`config.mk`:
```
export PLATFORM = sky130hd
export DESIGN_NAME = countdown_timer_flat
export DESIGN_NICKNAME = d
export VERILOG_FILES = /design/src/rtl/countdown_timer_pkg.sv /design/src/rtl/countdown_timer_if.sv /design/src/rtl/countdown_timer_key_edge.sv /design/src/rtl/led7_decoder.sv /design/src/rtl/countdown_timer.sv /design/src/flat_wrapper.sv
export SDC_FILE = /design/constraint.sdc
export NUM_CORES = 1
export LEC_CHECK = 0
export ABC_AREA = 1
export ABC_CLOCK_PERIOD_IN_PS = 2520
export BUFFER_PORTS_ARGS = -buffer_cell sky130_fd_sc_hd__buf_2
export CAP_MARGIN = 20
export CELL_PAD_IN_SITES_DETAIL_PLACEMENT = 1
export CELL_PAD_IN_SITES_GLOBAL_PLACEMENT = 2
export CORE_MARGIN = 2
export CORE_UTILIZATION = 34
export CTS_CLUSTER_DIAMETER = 40
export DETAILED_ROUTE_END_ITERATION = 8
export GPL_TIMING_DRIVEN = 0
export PLACE_DENSITY = 0.85
export SLEW_MARGIN = 15
export SYNTH_ARGS = -nofsm -noshare
export SYNTH_HDL_FRONTEND = slang
export SYNTH_SLANG_ARGS = --single-unit
```
`constraint.sdc`:
```
create_clock -name clk_50 -period 2.52 [get_ports clk_50]
set_input_delay 0.126 -clock clk_50 [delete_from_list [all_inputs] [get_ports clk_50]]
set_output_delay 0.126 -clock clk_50 [all_outputs]
set_load 0.1 [all_outputs]
```
`src/rtl/countdown_timer_pkg.sv`:
```
// Shared definitions for the countdown timer: state encoding, field limits
// and default timing constants.
package countdown_timer_pkg;

    typedef enum logic [2:0] {
        ST_IDLE  = 3'd0,
        ST_SET   = 3'd1,
        ST_RUN   = 3'd2,
        ST_PAUSE = 3'd3,
        ST_ALARM = 3'd4
    } state_t;

    localparam logic [5:0] FIELD_MAX         = 6'd59;
    localparam int         DEFAULT_CLK_DIV   = 50000000;
    localparam int         DEFAULT_ALARM_LEN = 10;

    // Step a minutes/seconds field by one, wrapping inside 0..FIELD_MAX.
    function automatic logic [5:0] field_step(input logic [5:0] f, input logic up);
        logic [5:0] r;
        if (up) begin
            r = (f >= FIELD_MAX) ? 6'd0 : f + 6'd1;
        end else begin
            r = (f == 6'd0) ? FIELD_MAX : f - 6'd1;
        end
        return r;
    endfunction

endpackage

```
`src/rtl/countdown_timer_if.sv`:
```
// Operator-facing signal bundle of the countdown timer: keys and mode levels
// in, 7-segment digits and status flags out.
interface countdown_timer_if;
    logic       key1;
    logic       key2;
    logic       key_start;
    logic       mode;
    logic       select;
    logic [6:0] M1;
    logic [6:0] M2;
    logic [6:0] S1;
    logic [6:0] S2;
    logic       running;
    logic       alarm;

    modport master (
        output key1, key2, key_start, mode, select,
        input  M1, M2, S1, S2, running, alarm
    );

    modport slave (
        input  key1, key2, key_start, mode, select,
        output M1, M2, S1, S2, running, alarm
    );
endinterface

```
`src/rtl/countdown_timer_key_edge.sv`:
```
// Two-flop synchronizer for an active-low key plus a one-cycle press pulse
// on each registered 1->0 transition.
module key_edge (
    input  logic clk_50,
    input  logic rst,
    input  logic key_n,
    output logic press
);
    logic       sync1_r;
    logic       sync2_r;
    logic       prev_r;
    logic [2:0] fill_r;

    // Synchronize the key; fill_r marks when prev_r holds a real post-reset sample.
    always_ff @(posedge clk_50) begin
        if (rst) begin
            sync1_r <= 1'b1;
            sync2_r <= 1'b1;
            prev_r  <= 1'b1;
            fill_r  <= 3'b000;
        end else begin
            sync1_r <= key_n;
            sync2_r <= sync1_r;
            prev_r  <= sync2_r;
            fill_r  <= {fill_r[1:0], 1'b1};
        end
    end

    // A key held low through reset release never looks like a fresh edge.
    assign press = fill_r[2] & prev_r & ~sync2_r;
endmodule

```
`src/rtl/led7_decoder.sv`:
```
// BCD digit to 7-segment pattern, active-high segments ordered {g,f,e,d,c,b,a}.
module led7_decoder (
    input  logic [3:0] digit,
    output logic [6:0] seg
);
    // Segment lookup; non-decimal codes blank the display.
    always_comb begin
        seg = 7'h00;
        case (digit)
            4'd0:    seg = 7'h3F;
            4'd1:    seg = 7'h06;
            4'd2:    seg = 7'h5B;
            4'd3:    seg = 7'h4F;
            4'd4:    seg = 7'h66;
            4'd5:    seg = 7'h6D;
            4'd6:    seg = 7'h7D;
            4'd7:    seg = 7'h07;
            4'd8:    seg = 7'h7F;
            4'd9:    seg = 7'h6F;
            default: seg = 7'h00;
        endcase
    end
endmodule

```
`src/rtl/countdown_timer.sv`:
```
// MM:SS countdown timer with set/run/pause modes, 1 s prescaler and a
// timed alarm, shown on four 7-segment digits.
import countdown_timer_pkg::*;

module countdown_timer #(
    parameter int CLK_DIV   = DEFAULT_CLK_DIV,
    parameter int ALARM_LEN = DEFAULT_ALARM_LEN
) (
    input  logic              clk_50,
    input  logic              rst,
    countdown_timer_if.slave  bus
);
    localparam int PW = (CLK_DIV > 1) ? $clog2(CLK_DIV) : 1;
    localparam int AW = (ALARM_LEN > 1) ? $clog2(ALARM_LEN) : 1;
    localparam logic [PW-1:0] PRESC_LAST = PW'(CLK_DIV - 1);
    localparam logic [AW-1:0] ALARM_LAST = AW'(ALARM_LEN - 1);

    state_t         state_r;
    logic [5:0]     min_r;
    logic [5:0]     sec_r;
    logic [PW-1:0]  presc_r;
    logic [AW-1:0]  alarm_cnt_r;
    logic           running_r;
    logic           alarm_r;

    logic k1_press_s, k2_press_s, ks_press_s;
    logic inc_s, dec_s, any_press_s, tick_s, nonzero_s, last_s;
    logic [6:0] m1_seg_s, m2_seg_s, s1_seg_s, s2_seg_s;

    key_edge u_key1 (.clk_50(clk_50), .rst(rst), .key_n(bus.key1),      .press(k1_press_s));
    key_edge u_key2 (.clk_50(clk_50), .rst(rst), .key_n(bus.key2),      .press(k2_press_s));
    key_edge u_keys (.clk_50(clk_50), .rst(rst), .key_n(bus.key_start), .press(ks_press_s));

    assign inc_s       = k1_press_s & ~k2_press_s;
    assign dec_s       = k2_press_s & ~k1_press_s;
    assign any_press_s = k1_press_s | k2_press_s | ks_press_s;
    assign tick_s      = (presc_r == PRESC_LAST);
    assign nonzero_s   = (min_r != 6'd0) || (sec_r != 6'd0);
    assign last_s      = (min_r == 6'd0) && (sec_r == 6'd1);

    // Timer FSM: state, value, prescaler, alarm length and status flags.
    always_ff @(posedge clk_50) begin
        if (rst) begin
            state_r     <= ST_IDLE;
            min_r       <= 6'd0;
            sec_r       <= 6'd0;
            presc_r     <= '0;
            alarm_cnt_r <= '0;
            running_r   <= 1'b0;
            alarm_r     <= 1'b0;
        end else begin
            case (state_r)
                ST_IDLE, ST_PAUSE: begin
                    if (bus.mode) begin
                        state_r <= ST_SET;
                    end else if (ks_press_s && nonzero_s) begin
                        state_r   <= ST_RUN;
                        presc_r   <= '0;
                        running_r <= 1'b1;
                    end
                end
                ST_SET: begin
                    if (inc_s || dec_s) begin
                        if (bus.select) begin
                            min_r <= field_step(min_r, inc_s);
                        end else begin
                            sec_r <= field_step(sec_r, inc_s);
                        end
                    end
                    if (!bus.mode) begin
                        state_r <= ST_IDLE;
                    end
                end
                ST_RUN: begin
                    if (ks_press_s) begin
                        state_r   <= ST_PAUSE;
                        running_r <= 1'b0;
                    end else begin
                        presc_r <= tick_s ? '0 : presc_r + PW'(1);
                        if (tick_s) begin
                            if (sec_r == 6'd0) begin
                                sec_r <= FIELD_MAX;
                                min_r <= min_r - 6'd1;
                            end else begin
                                sec_r <= sec_r - 6'd1;
                            end
                            // The tick that reaches 00:00 raises the alarm on the same edge.
                            if (last_s) begin
                                state_r     <= ST_ALARM;
                                running_r   <= 1'b0;
                                alarm_r     <= 1'b1;
                                alarm_cnt_r <= '0;
                            end
                        end
                    end
                end
                ST_ALARM: begin
                    if (any_press_s) begin
                        state_r <= ST_IDLE;
                        alarm_r <= 1'b0;
                    end else begin
                        presc_r <= tick_s ? '0 : presc_r + PW'(1);
                        if (tick_s) begin
                            if (alarm_cnt_r == ALARM_LAST) begin
                                state_r <= ST_IDLE;
                                alarm_r <= 1'b0;
                            end else begin
                                alarm_cnt_r <= alarm_cnt_r + AW'(1);
                            end
                        end
                    end
                end
                default: begin
                    state_r   <= ST_IDLE;
                    running_r <= 1'b0;
                    alarm_r   <= 1'b0;
                end
            endcase
        end
    end

    led7_decoder u_m1 (.digit(4'(min_r / 6'd10)), .seg(m1_seg_s));
    led7_decoder u_m2 (.digit(4'(min_r % 6'd10)), .seg(m2_seg_s));
    led7_decoder u_s1 (.digit(4'(sec_r / 6'd10)), .seg(s1_seg_s));
    led7_decoder u_s2 (.digit(4'(sec_r % 6'd10)), .seg(s2_seg_s));

    assign bus.M1      = m1_seg_s;
    assign bus.M2      = m2_seg_s;
    assign bus.S1      = s1_seg_s;
    assign bus.S2      = s2_seg_s;
    assign bus.running = running_r;
    assign bus.alarm   = alarm_r;
endmodule
```
`src/flat_wrapper.sv`:
```
// flat-port wrapper written by rule: the top's interface ports become plain ports
module countdown_timer_flat 
#(
    parameter int CLK_DIV   = DEFAULT_CLK_DIV,
    parameter int ALARM_LEN = DEFAULT_ALARM_LEN
)
  (clk_50, rst, bus_key1, bus_key2, bus_key_start, bus_mode, bus_select, bus_M1, bus_M2, bus_S1, bus_S2, bus_running, bus_alarm);
  countdown_timer_if bus_i ();
  input  logic clk_50;
  input  logic rst;
  input wire logic [$bits(bus_i.key1)-1:0] bus_key1;
  input wire logic [$bits(bus_i.key2)-1:0] bus_key2;
  input wire logic [$bits(bus_i.key_start)-1:0] bus_key_start;
  input wire logic [$bits(bus_i.mode)-1:0] bus_mode;
  input wire logic [$bits(bus_i.select)-1:0] bus_select;
  output wire logic [$bits(bus_i.M1)-1:0] bus_M1;
  output wire logic [$bits(bus_i.M2)-1:0] bus_M2;
  output wire logic [$bits(bus_i.S1)-1:0] bus_S1;
  output wire logic [$bits(bus_i.S2)-1:0] bus_S2;
  output wire logic [$bits(bus_i.running)-1:0] bus_running;
  output wire logic [$bits(bus_i.alarm)-1:0] bus_alarm;
  assign bus_i.key1 = bus_key1;
  assign bus_i.key2 = bus_key2;
  assign bus_i.key_start = bus_key_start;
  assign bus_i.mode = bus_mode;
  assign bus_i.select = bus_select;
  assign bus_M1 = bus_i.M1;
  assign bus_M2 = bus_i.M2;
  assign bus_S1 = bus_i.S1;
  assign bus_S2 = bus_i.S2;
  assign bus_running = bus_i.running;
  assign bus_alarm = bus_i.alarm;
  countdown_timer #(.CLK_DIV(CLK_DIV), .ALARM_LEN(ALARM_LEN)) u_core (.clk_50(clk_50), .rst(rst), .bus(bus_i));
endmodule
```
# == Word-level counts from Yosys, hierarchy flattened ==
# Memories as Yosys holds them, arrays and structs flattened.
# Index checks and enable logic that the tools add are counted.
# W data, S select, Z words.
# totals
ff_bits,65
latch_bits,0
ram_bits,0
mem_bits_ro,448
input_bits,7
out_inout_bits,30
n_memories,4
# mem_list
memory,depth,word_bits,read_ports,rd_clocked_by_memory_dff,write_ports,line_no,text
(name not given),16,7,1,0,0,led7_decoder.sv:9,case (digit)
(name not given),16,7,1,0,0,led7_decoder.sv:9,
(name not given),16,7,1,0,0,led7_decoder.sv:9,
(name not given),16,7,1,0,0,led7_decoder.sv:9,
# classes
addsub,6
mul,0
n_div,4
n_lt_le_gt_ge,2
eq_ne,25
n_shift,0
muxes,56
n_bitwise,17
n_reduce_logical,22
# ops
operator,n
$mux W26,5
$mux W6,15
$pmux W26 S3,1
$mux W3,9
$add A26 B1 Y26 const B,1
$eq A26 B26 Y1 const B,1
$mux W4,6
$pmux W6 S2,2
$reduce_and A6 Y1,3
$reduce_and A5 Y1,3
$mux W1,14
$ne A2 B2 Y1 const B,7
$add A6 B1 Y6 const B,2
$div A6 B4 Y6 const B,2
$ge A6 B6 Y1 const B,2
$logic_not A6 Y1,2
$mod A6 B4 Y6 const B,2
$ne A2 B1 Y1 const B,6
$ne A3 B1 Y1 const B,4
$pmux W3 S4,1
$reduce_bool A6 Y1,2
$sub A6 B1 Y6 const B,2
$and A1 B1 Y1,8
$pmux W4 S2,1
other kinds (18),31

# == Logic depth before layout (Yosys ltp) ==
# Gate-level depths: netlist of run 1.
# depth
depth_word,8
mapped_depth,20
ltp_nobuf,19

# == Modules after synthesis ==
# A second synthesis of run 1 with hierarchy kept.
# unflattened
hier_cells,894
area_unflattened_um2,5515.3
# by_module_without_submodules
module,n_inst,cells_per_inst,area_each_um2,seq_area_each_um2
countdown_timer,1,690,4179.0,940.9
led7_decoder,4,39,210.2,0.0
key_edge,3,16,165.2,120.1

# == Worst setup path before layout of run 1 ==
# OpenSTA, ideal clock, no wires.
# synth_path
path_kind,reg-to-output
start,register u_core.min_r[5]
end,output bus_M1[5]
t_arrival_ns,3.608
path_slack_ns,-1.214
stages_incl_launch_ff,16
n_path_buf,1
path_cell_list,dfxtp_1 > buf_4 > inv_2 > nand2_1 > nand3_2 > nand2_2 > nand2_2 > nand2_1 > nand2_2 > inv_2 > nand2_4 > nand2_4 > inv_1 > ha_1 > inv_1 > o21ai_0
# synth_via
elab_chain_cells,2
# synth_lines
element,line_no,text
from (decl),countdown_timer.sv:19,logic [5:0] min_r;
from (signal assigned),countdown_timer.sv:65,"min_r <= field_step(min_r, inc_s);"
from (signal assigned),countdown_timer.sv:83,min_r <= min_r - 6'd1;
$div A6 B4 Y6,countdown_timer.sv:122,"led7_decoder u_m1 (.digit(4'(min_r / 6'd10)), .seg(m1_seg_s));"
$mem_v2 Z16 W7,n/a,
to (decl),flat_wrapper.sv:16,output wire logic [$bits(bus_i.M1)-1:0] bus_M1;
# Every way passes these cells.

# == Worst setup path after layout of run 1 ==
# layout_path
start,register u_core.sec_r[3]
end,output bus_S2[3]
# layout_via
elab_chain_cells,2
# layout_lines
element,line_no,text
from (decl),countdown_timer.sv:20,logic [5:0] sec_r;
from (signal assigned),countdown_timer.sv:67,"sec_r <= field_step(sec_r, inc_s);"
from (signal assigned),countdown_timer.sv:85,sec_r <= sec_r - 6'd1;
$mod A6 B4 Y6,countdown_timer.sv:125,"led7_decoder u_s2 (.digit(4'(sec_r % 6'd10)), .seg(s2_seg_s));"
$mem_v2 Z16 W7,n/a,
to (decl),flat_wrapper.sv:19,output wire logic [$bits(bus_i.S2)-1:0] bus_S2;
# Every way passes these cells.

==> results of run 1 <==
-- kinds of logic (layout without fill, tap and decap cells) --
family	count (synthesis)	count (layout)
AO/OA/AOI/OAI	102	102
XOR/XNOR	24	24
adder cells (fa/ha/maj)	34	34
buffers and inverters	104	198
flip-flops	59	59
AND/OR/NAND/NOR	401	401
-- worst min-delay path, stage by stage --
cell and delay [ns]:
buf_2 0.15, a21oi_4 0.08, nand2_1 0.07, nor2_1 0.03
-- cell type report --
| cell class | instances | area (µm²) | area share |
|---|---|---|---|
| multi-input combinational | 561 | 3850 | 0.558 |
| sequential | 59 | 1200 | 0.175 |
| timing repair buffer | 79 | 875 | 0.127 |
| inverter | 91 | 388 | 0.0563 |
| clock buffer | 12 | 256 | 0.0372 |
| tap | 176 | 220 | 0.0320 |
| buffer | 12 | 73.8 | 0.0107 |
| clock inverter | 4 | 25.0 | 0.00363 |
-- repair_timing --
action                                  in CTS  in global routing
buffers inserted                            25                 17
pin swaps                                   23                 52
hold buffers                                 3                  0
gates resized for setup                    139                152
endpoints found under the hold margin        3                  0
endpoints found under the setup margin      28                 32
-- final timing paths --
| check | startpoint | end | cells past startpoint |
|---|---|---|---|
| max reg2reg | u_core.min_r[1] | u_core.presc_r[19] | 11 |
| min reg2reg | u_core.u_keys.fill_r[1] | u_core.u_key1.fill_r[2] | 2 |
| min | rst | u_core.presc_r[11] | 4 |
| max | u_core.sec_r[3] | bus_S2[3] | 18 |
-- metal layers --
layer | global-route usage | wire [µm]
met5 | 0 | 0
met4 | 0.0546 | 452
met3 | 0.0305 | 410
met2 | 0.420 | 9770
met1 | 0.245 | 6870
-- cell usage in the layout, fill, tap and decap left out, types with 8 or more instances in the layout --
cell / count
nand4_1: 16
ha_4: 8
nor2_4: 9
o21ai_0: 24
nand2_1: 114
nand3_1: 61
nor2_1: 75
buf_12: 22
nand3_4: 13
buf_2: 10
dfxtp_1: 51
a21oi_1: 41
clkbuf_16: 9
o21ai_4: 9
buf_4: 41
ha_1: 26
inv_2: 14
nand2_4: 26
nand2_2: 36
inv_4: 11
nor3_1: 13
inv_1: 61
xor2_1: 19
nand3_2: 9
-- flip-flops by register name, indices dropped and copies added (netlist names), 2 cells and up --
register	flops
u_core.min_r	6
u_core.presc_r	26
u_core.sec_r	6
u_core.u_key1.fill_r	2
u_core.state_r	3
u_core.alarm_cnt_r	4
-- metrics by stage --
step | std cells | hold slack, ns | setup WS (ns) | area (µm²) | setup TNS (ns)
3_5_place_dp | 936 | 0.313 | -0.532 | 5160 | -3.27
3_3_place_gp | 936 | 0.313 | -0.388 | 5160 | -1.79
4_1_cts | 980 | 0.177 | -0.140 | 6140 | -0.260
5_1_grt | 994 | 0.208 | -0.260 | 6890 | -3.13
6_report | 994 | 0.177 | -0.145 | 6890 | -0.946
2_1_floorplan | 724 | 0.230 | -0.466 | 4760 | -0.928
==> impl_metrics.yaml, run 1 <==
yosys:
  synth_seq_area_share: 0.252
  synth_top_family_by_area: "simple AND/OR/NAND/NOR gates"
  yosysMostFrequentCell: "nand2_1"
  muxShareOfSynthArea: 0
  synthSimpleGateAreaFrac: 0.398
  syn_avg_cell_area_um2: 6.48
  synth_nets: 765
  synthTopCellsByCount: "161 x nand2_1, 79 x inv_1, 79 x nor2_1, 78 x nand3_1, 59 x dfxtp_1"
  ys_warn_count: 0
  synth-seq-cells: 59
  synthArstFlopShare: 0
  synthFlopType: "dfxtp_1"
  yosys.area.top_type: "dfxtp_1"
  ys_types: 43
  synth_edf_count: 0
  synth_compound_area_frac: 0.125
  synth_area_leaders: "dfxtp_1 25%, nand2_1 13%, ha_1 9.1%, nand3_1 8.3%, inv_1 6.3%"
  synth_area_um2: 4690
  post-synth-top-area-fraction: 0.252
  netlist_instances: 724
  synth-xor-area-share: 0.0448
  synth_fa_ha_area_frac: 0.0907
drt:
  drt_iter0_drc: 218
  routed_wl_um: 17500
  drcViolationCount: 0
  ant_nets: 0
  via_per_inst: 5.28
  dr.pass1.iters: 4
  wl_per_cell_um: 17.6
  vias: 5250
floorplanning:
  die_area_um2: 14800
  ios: 37
  num_rows: 42
  start_util: 0.351
  die_w_um: 121
  chipHeight_um: 121
  coreArea_um2: 13300
sta:
  max-slew-margin-rel: 0.613
  finalClockSkew_ns: 0.00656
  slew_viol_final: 0
  fmax_ghz: 0.375
  fin_crit_ns: 2.67
  rsz0062_at_grt: "true"
  final-hold-violation-count: 0
  fin_crit_sh: 1.06
  setup_ws_ns: -0.145
  worstMarginPinSlew_ns: 0.581
  setup_viol: 15
critical_path:
  cp_max_fo: 6
  cp_top_family: "simple AND/OR/NAND/NOR gates"
  reg2reg_slack_ns: 0.14
  crit_path_max_incr_delay_ns: 0.38
  slowest_stage: "dfxtp_4"
  worst-path-buf-inv: 7
  critPathArrivalTime_ns: 2.54
  end_kind: "output port"
  cp_data_required_time_ns: 2.39
  start_kind: "register"
  path_class: "register to output port"
  crit_chain: "nor2_4 > inv_4 > nor2_4 > inv_4 > o21ai_2 > nand2_2 > buf_6 > nand3_4 > nand2_4 > inv_4 > ha_4 > inv_2 > nand3_2 > nand2_2 > inv_2 > nand2_2 > nand2_2 > buf_12"
  path_common_cell: "nand2_2"
min_path:
  hp-class: "input port to register"
clocking:
  clk_latency_ns: 0.33
  ctsLongestPathBuffers: 2
  cts_buffers: 9
  cts-htree-levels: 3
  numClockSinks: 59
  clk_pin_slew_ns: 0.05
  cts_root_buffer: "clkbuf_16"
  cts_tree: "yes"
placement:
  place_congestion: 0.886
  dp_hpwl_um: 10800
  portBuffers: 36
grt:
  grt_pass1_wl_um: 25600
  grt.total_usage: 0.216
  antenna_found_initial: 0
  grt_max_degree: 11
  overflow: 0
  grt_pass1_vias: 5353
run_status:
  outcome: "finished, violations left"
  violations: "negative setup slack"
layout:
  antennaDiodeCount: 0
  area_growth_pct: 46.9
  drive_above_1_share: 0.339
  final_core_util: 0.516
  nets: 854
  fill_cells: 1659
run:
  maxCapViolCount: 0
Power of run 1 is not shown: default switching activity piles up to over one toggle a cycle in this logic, so the estimate is an artifact.
==> run 2, diff against run 1 <==
- ABC_AREA: 1 -> 0
- CORE_UTILIZATION: 34 -> 36
- PLACE_DENSITY: 0.85 -> unset
- PLACE_DENSITY_LB_ADDON: unset -> 0.25
==> impl_metrics.yaml, run 2 <==
yosys:
  yosys.area.top_type: "dfxtp_1"
  synth_top_family_by_area: "simple AND/OR/NAND/NOR gates"
  yosysMostFrequentCell: "dfxtp_1"
  synth-seq-cells: 59
  ys_types: 71
  synth_seq_area_share: 0.259
  netlist_instances: 593
  synthFlopType: "dfxtp_1"
  synth-xor-area-share: 0.0307
  post-synth-top-area-fraction: 0.259
  synth_nets: 634
  synthTopCellsByCount: "59 x dfxtp_1, 57 x nor2_1, 52 x a21oi_1, 42 x nand2_1, 36 x o21ai_0"
  muxShareOfSynthArea: 0.0228
  synth_edf_count: 0
  synth_area_um2: 4560
  syn_avg_cell_area_um2: 7.69
  ys_warn_count: 0
  synth_compound_area_frac: 0.248
  synthSimpleGateAreaFrac: 0.292
  synth_fa_ha_area_frac: 0.0933
  synthArstFlopShare: 0
  synth_area_leaders: "dfxtp_1 26%, ha_1 9.3%, a21oi_1 5.7%, nor2_1 4.7%, o21ai_0 3.9%"
sta:
  rsz0062_at_grt: "true"
  max-slew-margin-rel: 0.515
  finalClockSkew_ns: 0.00731
  slew_viol_final: 0
  final-hold-violation-count: 0
  fin_crit_ns: 2.85
  setup_ws_ns: -0.329
  worstMarginPinSlew_ns: 0.728
  setup_viol: 16
  fin_crit_sh: 1.13
  fmax_ghz: 0.351
drt:
  drt_iter0_drc: 231
  drcViolationCount: 0
  ant_nets: 0
  dr.pass1.iters: 4
  vias: 5065
  wl_per_cell_um: 20.8
  via_per_inst: 5.82
  routed_wl_um: 18100
critical_path:
  cp_max_fo: 6
  end_kind: "output port"
  critPathLaunch: "u_core.sec_r[0]"
  start_kind: "register"
  r2r-start: "u_core.min_r[1]"
  path_class: "register to output port"
  reg2reg_slack_ns: -0.03
  critPathArrivalTime_ns: 2.72
  cp_data_required_time_ns: 2.39
power_and_ir_drop:
  p_leak_nw: 2.70
  irDropWorstVdd_uv: 329
  power_density_nw_per_um2: 463
layout:
  fill_cells: 1417
  nets: 734
  antennaDiodeCount: 0
  drive_above_1_share: 0.411
  final_common_cell: "buf_4"
  largest_register_ffs: 26
  area_growth_pct: 57.5
  regMostFlops: "u_core.presc_r"
  final_cell_mix: "51 x buf_4, 48 x dfxtp_1, 44 x nor2_1"
  final_core_util: 0.574
  top_regs: "u_core.presc_r x26, u_core.min_r x6, u_core.sec_r x6"
floorplanning:
  die_w_um: 117
  chipHeight_um: 117
  num_rows: 41
  start_util: 0.364
  ios: 37
  coreArea_um2: 12500
  die_area_um2: 13600
placement:
  portBuffers: 36
  pre_cts_ws_ns: -0.737
  dp_hpwl_um: 10400
  place_congestion: 0.814
grt:
  grt_max_degree: 12
  overflow: 0
  grt.total_usage: 0.237
  grt_pass1_vias: 5065
  grt_pass1_wl_um: 25400
  antenna_found_initial: 0
clocking:
  clk_latency_ns: 0.34
  ctsLongestPathBuffers: 2
  cts_buffers: 9
  numClockSinks: 59
  cts-htree-levels: 3
  cts_tree: "yes"
  cts_root_buffer: "clkbuf_16"
  clk_pin_slew_ns: 0.06
min_path:
  hold_start: "rst"
  hp-class: "input port to register"
run:
  maxCapViolCount: 0
run_status:
  outcome: "finished, violations left"
  violations: "negative setup slack"
run 2: cell types whose count changed after synthesis, moves of 11 or more:
| cell | change |
|---|---|
| nand2_1 | -119 |
| nand3_1 | -58 |
| inv_1 | -56 |
| nor2_1 | -22 |
| xor2_1 | -17 |
| clkbuf_1 | +15 |
| nand2_2 | -14 |
| nor2b_1 | +12 |
| a21oi_1 | +11 |
run 2: layer usage:
metal,track usage,up-vias,part of all wire
li1,-,2390,-
met1,0.263,2528,0.39
met3,0.0363,49,0.028
met2,0.457,98,0.55
met4,0.0831,0,0.036
met5,0,-,0
run 2: final cells by class:
cell class                 count  area (µm²)  share of cell area
buffer                        26         186              0.0260
tap                          172         215              0.0300
inverter                      25         156              0.0218
timing repair buffer          95         998               0.139
multi-input combinational    477        4060               0.565
sequential                    59        1210               0.168
clock inverter                 5         106              0.0148
clock buffer                  11         254              0.0354
run 2: worst max-delay path, stage by stage, from the launching register on:
cell	delay [ns]
dfxtp_4	0.40
inv_12	0.04
ha_4	0.16
nor2_4	0.13
o21ai_2	0.07
a211o_4	0.37
inv_8	0.11
buf_4	0.13
o21ai_0	0.14
a21oi_1	0.51
a21oi_4	0.13
buf_12	0.19
run 2: where the power goes:
group | switching, mW | total, mW | internal (mW)
clock | 0.474 | 1.50 | 1.03
combinational | 0.534 | 0.855 | 0.321
sequential | 0.0177 | 0.969 | 0.952
run 2: stage by stage:
stage | TNS, ns | hold slack, ns | power, mW | instance area, µm² | cells
floorplan | -2.42 | 0.230 | 1.49 | 5020 | 593
global placement | -18.68 | 0.308 | 1.62 | 5410 | 801
detailed placement | -21.44 | 0.318 | 1.64 | 5420 | 801
CTS | -5.42 | 0.137 | 3.25 | 6630 | 847
global route | -5.23 | 0.149 | 3.45 | 7180 | 870
finish | -3.29 | 0.145 | 3.33 | 7180 | 870
run 2: worst paths after layout:
kind | endpoint | cells after the start
min | u_core.u_key1.fill_r[0] | 2
max | bus_S2[2] | 11
max reg2reg | u_core.state_r[1] | 10
min reg2reg | u_core.u_key1.sync2_r | 1
run 2: cell families after synthesis:
| logic type | count (synthesis) |
|---|---|
| compound gates | 174 |
| xor+xnor | 16 |
| fa+ha+maj | 34 |
| buf+inv | 57 |
| flops | 59 |
| mux | 10 |
| simple gates | 243 |
run 2: repair_timing:
action,CTS,global route
hold endpoints to repair,3,0
setup endpoints to repair,64,71
cloned,0,1
pin swaps,21,35
buffers inserted,30,27
gates resized for setup,158,103
hold buffers,3,0
Note: power is estimated with default switching activity, not from simulation.
==> run 3, diff against run 2 <==
--- a/constraint.sdc
+++ b/constraint.sdc
@@ -3,2 +3,2 @@
 set_output_delay 0.126 -clock clk_50 [all_outputs]
-set_load 0.1 [all_outputs]
+set_load 0.005 [all_outputs]
==> impl_metrics.yaml, run 3 (synthesized netlist as in run 2, its figures left out) <==
floorplanning:
  die_w_um: 117
  num_rows: 41
  coreArea_um2: 12500
  chipHeight_um: 117
  start_util: 0.364
  die_area_um2: 13600
  ios: 37
clocking:
  clk_latency_ns: 0.34
  cts_root_buffer: "clkbuf_16"
  cts_tree: "yes"
  numClockSinks: 59
  cts-htree-levels: 3
  ctsLongestPathBuffers: 2
  clk_pin_slew_ns: 0.06
  cts_buffers: 9
grt:
  overflow: 0
  grt.total_usage: 0.221
  grt_pass1_wl_um: 24000
  grt_pass1_vias: 4810
  grt_max_degree: 13
  antenna_found_initial: 0
power_and_ir_drop:
  clock_power_share: 0.425
  irDropWorstVdd_uv: 415
  p_sw_mw: 0.888
  intPower_mw: 1.86
  p_leak_nw: 2.38
  power_density_nw_per_um2: 436
  seq_power_share: 0.353
  p_comb_frac: 0.222
  p_sw_frac: 0.324
sta:
  final-hold-violation-count: 0
  setup_viol: 11
  finalClockSkew_ns: 0.00683
  rsz0062_at_grt: "true"
  fmax_ghz: 0.380
  fin_crit_ns: 2.63
  setup_tns_ns: -0.530
  fin_crit_sh: 1.04
  setup_ws_ns: -0.112
  max-slew-margin-rel: 0.465
  slew_viol_final: 0
  worstMarginPinSlew_ns: 0.796
drt:
  vias: 4863
  routed_wl_um: 15700
  drt_iter0_drc: 251
  ant_nets: 0
  drcViolationCount: 0
  dr.pass1.iters: 4
  wl_per_cell_um: 18.2
  via_per_inst: 5.63
critical_path:
  cp_data_required_time_ns: 2.39
  worstReg2RegEnd: "u_core.alarm_cnt_r[3]"
  critPathArrivalTime_ns: 2.51
  critPathLaunch: "u_core.min_r[2]"
  path_class: "register to output port"
  r2r-start: "u_core.min_r[0]"
  cp-endpoint: "bus_M2[3]"
  cp_max_fo: 6
  end_kind: "output port"
  ff2ff_path_depth: 9
  reg2reg_slack_ns: 0
  start_kind: "register"
layout:
  regMostFlops: "u_core.presc_r"
  final_cell_mix: "49 x nor2_1, 49 x dfxtp_1, 44 x buf_4, 44 x a21oi_1, 42 x nand2_1"
  area_growth_pct: 38.0
  antennaDiodeCount: 0
  drive_above_1_share: 0.353
  multi_input_area_um2: 3690
  fill_cells: 1555
  nets: 727
  final-seq-area_um2: 1210
  top_regs: "u_core.presc_r x26, u_core.min_r x6, u_core.sec_r x6"
  largest_register_ffs: 26
run:
  maxCapViolCount: 0
run_status:
  outcome: "finished, violations left"
  violations: "negative setup slack"
placement:
  dp_hpwl_um: 9930
  pre_cts_ws_ns: -0.614
  portBuffers: 36
  place_congestion: 0.819
min_path:
  hp-class: "input port to register"
  min_path_cells: 2
## run 3: metrics by stage
step	hold WS [ns]	util	instance area (µm²)	power, mW	instances
floorplan	0.230	-	4580	1.35	593
global placement	0.311	0.397	4970	1.47	801
detailed placement	0.312	0.398	4980	1.48	801
CTS	0.147	0.470	5880	2.74	846
global route	0.161	0.503	6290	2.88	863
finish	0.157	0.503	6290	2.74	863
## run 3: metal layers
metal	track usage	part of all wire	up-vias
met1	0.276	0.43	2388
met3	0.0394	0.031	24
li1	-	-	2369
met5	0	0	-
met2	0.389	0.52	82
met4	0.0651	0.018	0
## run 3: worst min path at each step
stage	startpoint	endpoint	slack, ns
floorplan	bus_key1	u_core.u_key1.sync1_r	0.23
global placement	bus_key2	u_core.u_key2.sync1_r	0.31
detailed placement	bus_key2	u_core.u_key2.sync1_r	0.31
CTS	rst	u_core.u_key1.fill_r[0]	0.15
global route	rst	u_core.u_key1.fill_r[0]	0.16
finish	rst	u_core.u_key1.fill_r[0]	0.16
## run 3: critical path, cell delays in order, from the launching register on
cell and delay (ns):
dfxtp_4 0.36, nand2b_1 0.21, nor3_1 0.25, a211o_2 0.19, clkinv_4 0.12, buf_4 0.16
nor3_4 0.28, buf_4 0.18, a211oi_4 0.04, a211oi_2 0.20, buf_2 0.15
## run 3: power groups by stage
stage	combinational, mW	clock, mW	sequential, mW
2_1_floorplan	0.359	0	0.987
3_3_place_gp	0.483	0	0.990
3_5_place_dp	0.489	0	0.993
4_1_cts	0.567	1.20	0.972
5_1_grt	0.668	1.24	0.971
6_report	0.608	1.17	0.969
## run 3: repair_timing
item / CTS / global route
pin swaps: 31 / 31
setup buffers: 29 / 21
gates resized for setup: 107 / 85
hold buffers: 3 / 0
hold endpoints to repair: 3 / 0
setup endpoints to repair: 62 / 59
## run 3: cell type report
| type | count | area share |
|---|---|---|
| clock inverters | 7 | 0.00835 |
| clock buffers | 9 | 0.0358 |
| multi-input cells | 477 | 0.586 |
| repair buffers | 87 | 0.0960 |
| well taps | 172 | 0.0342 |
| flip-flops and latches | 59 | 0.192 |
| inverters | 25 | 0.0195 |
| plain buffers | 27 | 0.0286 |
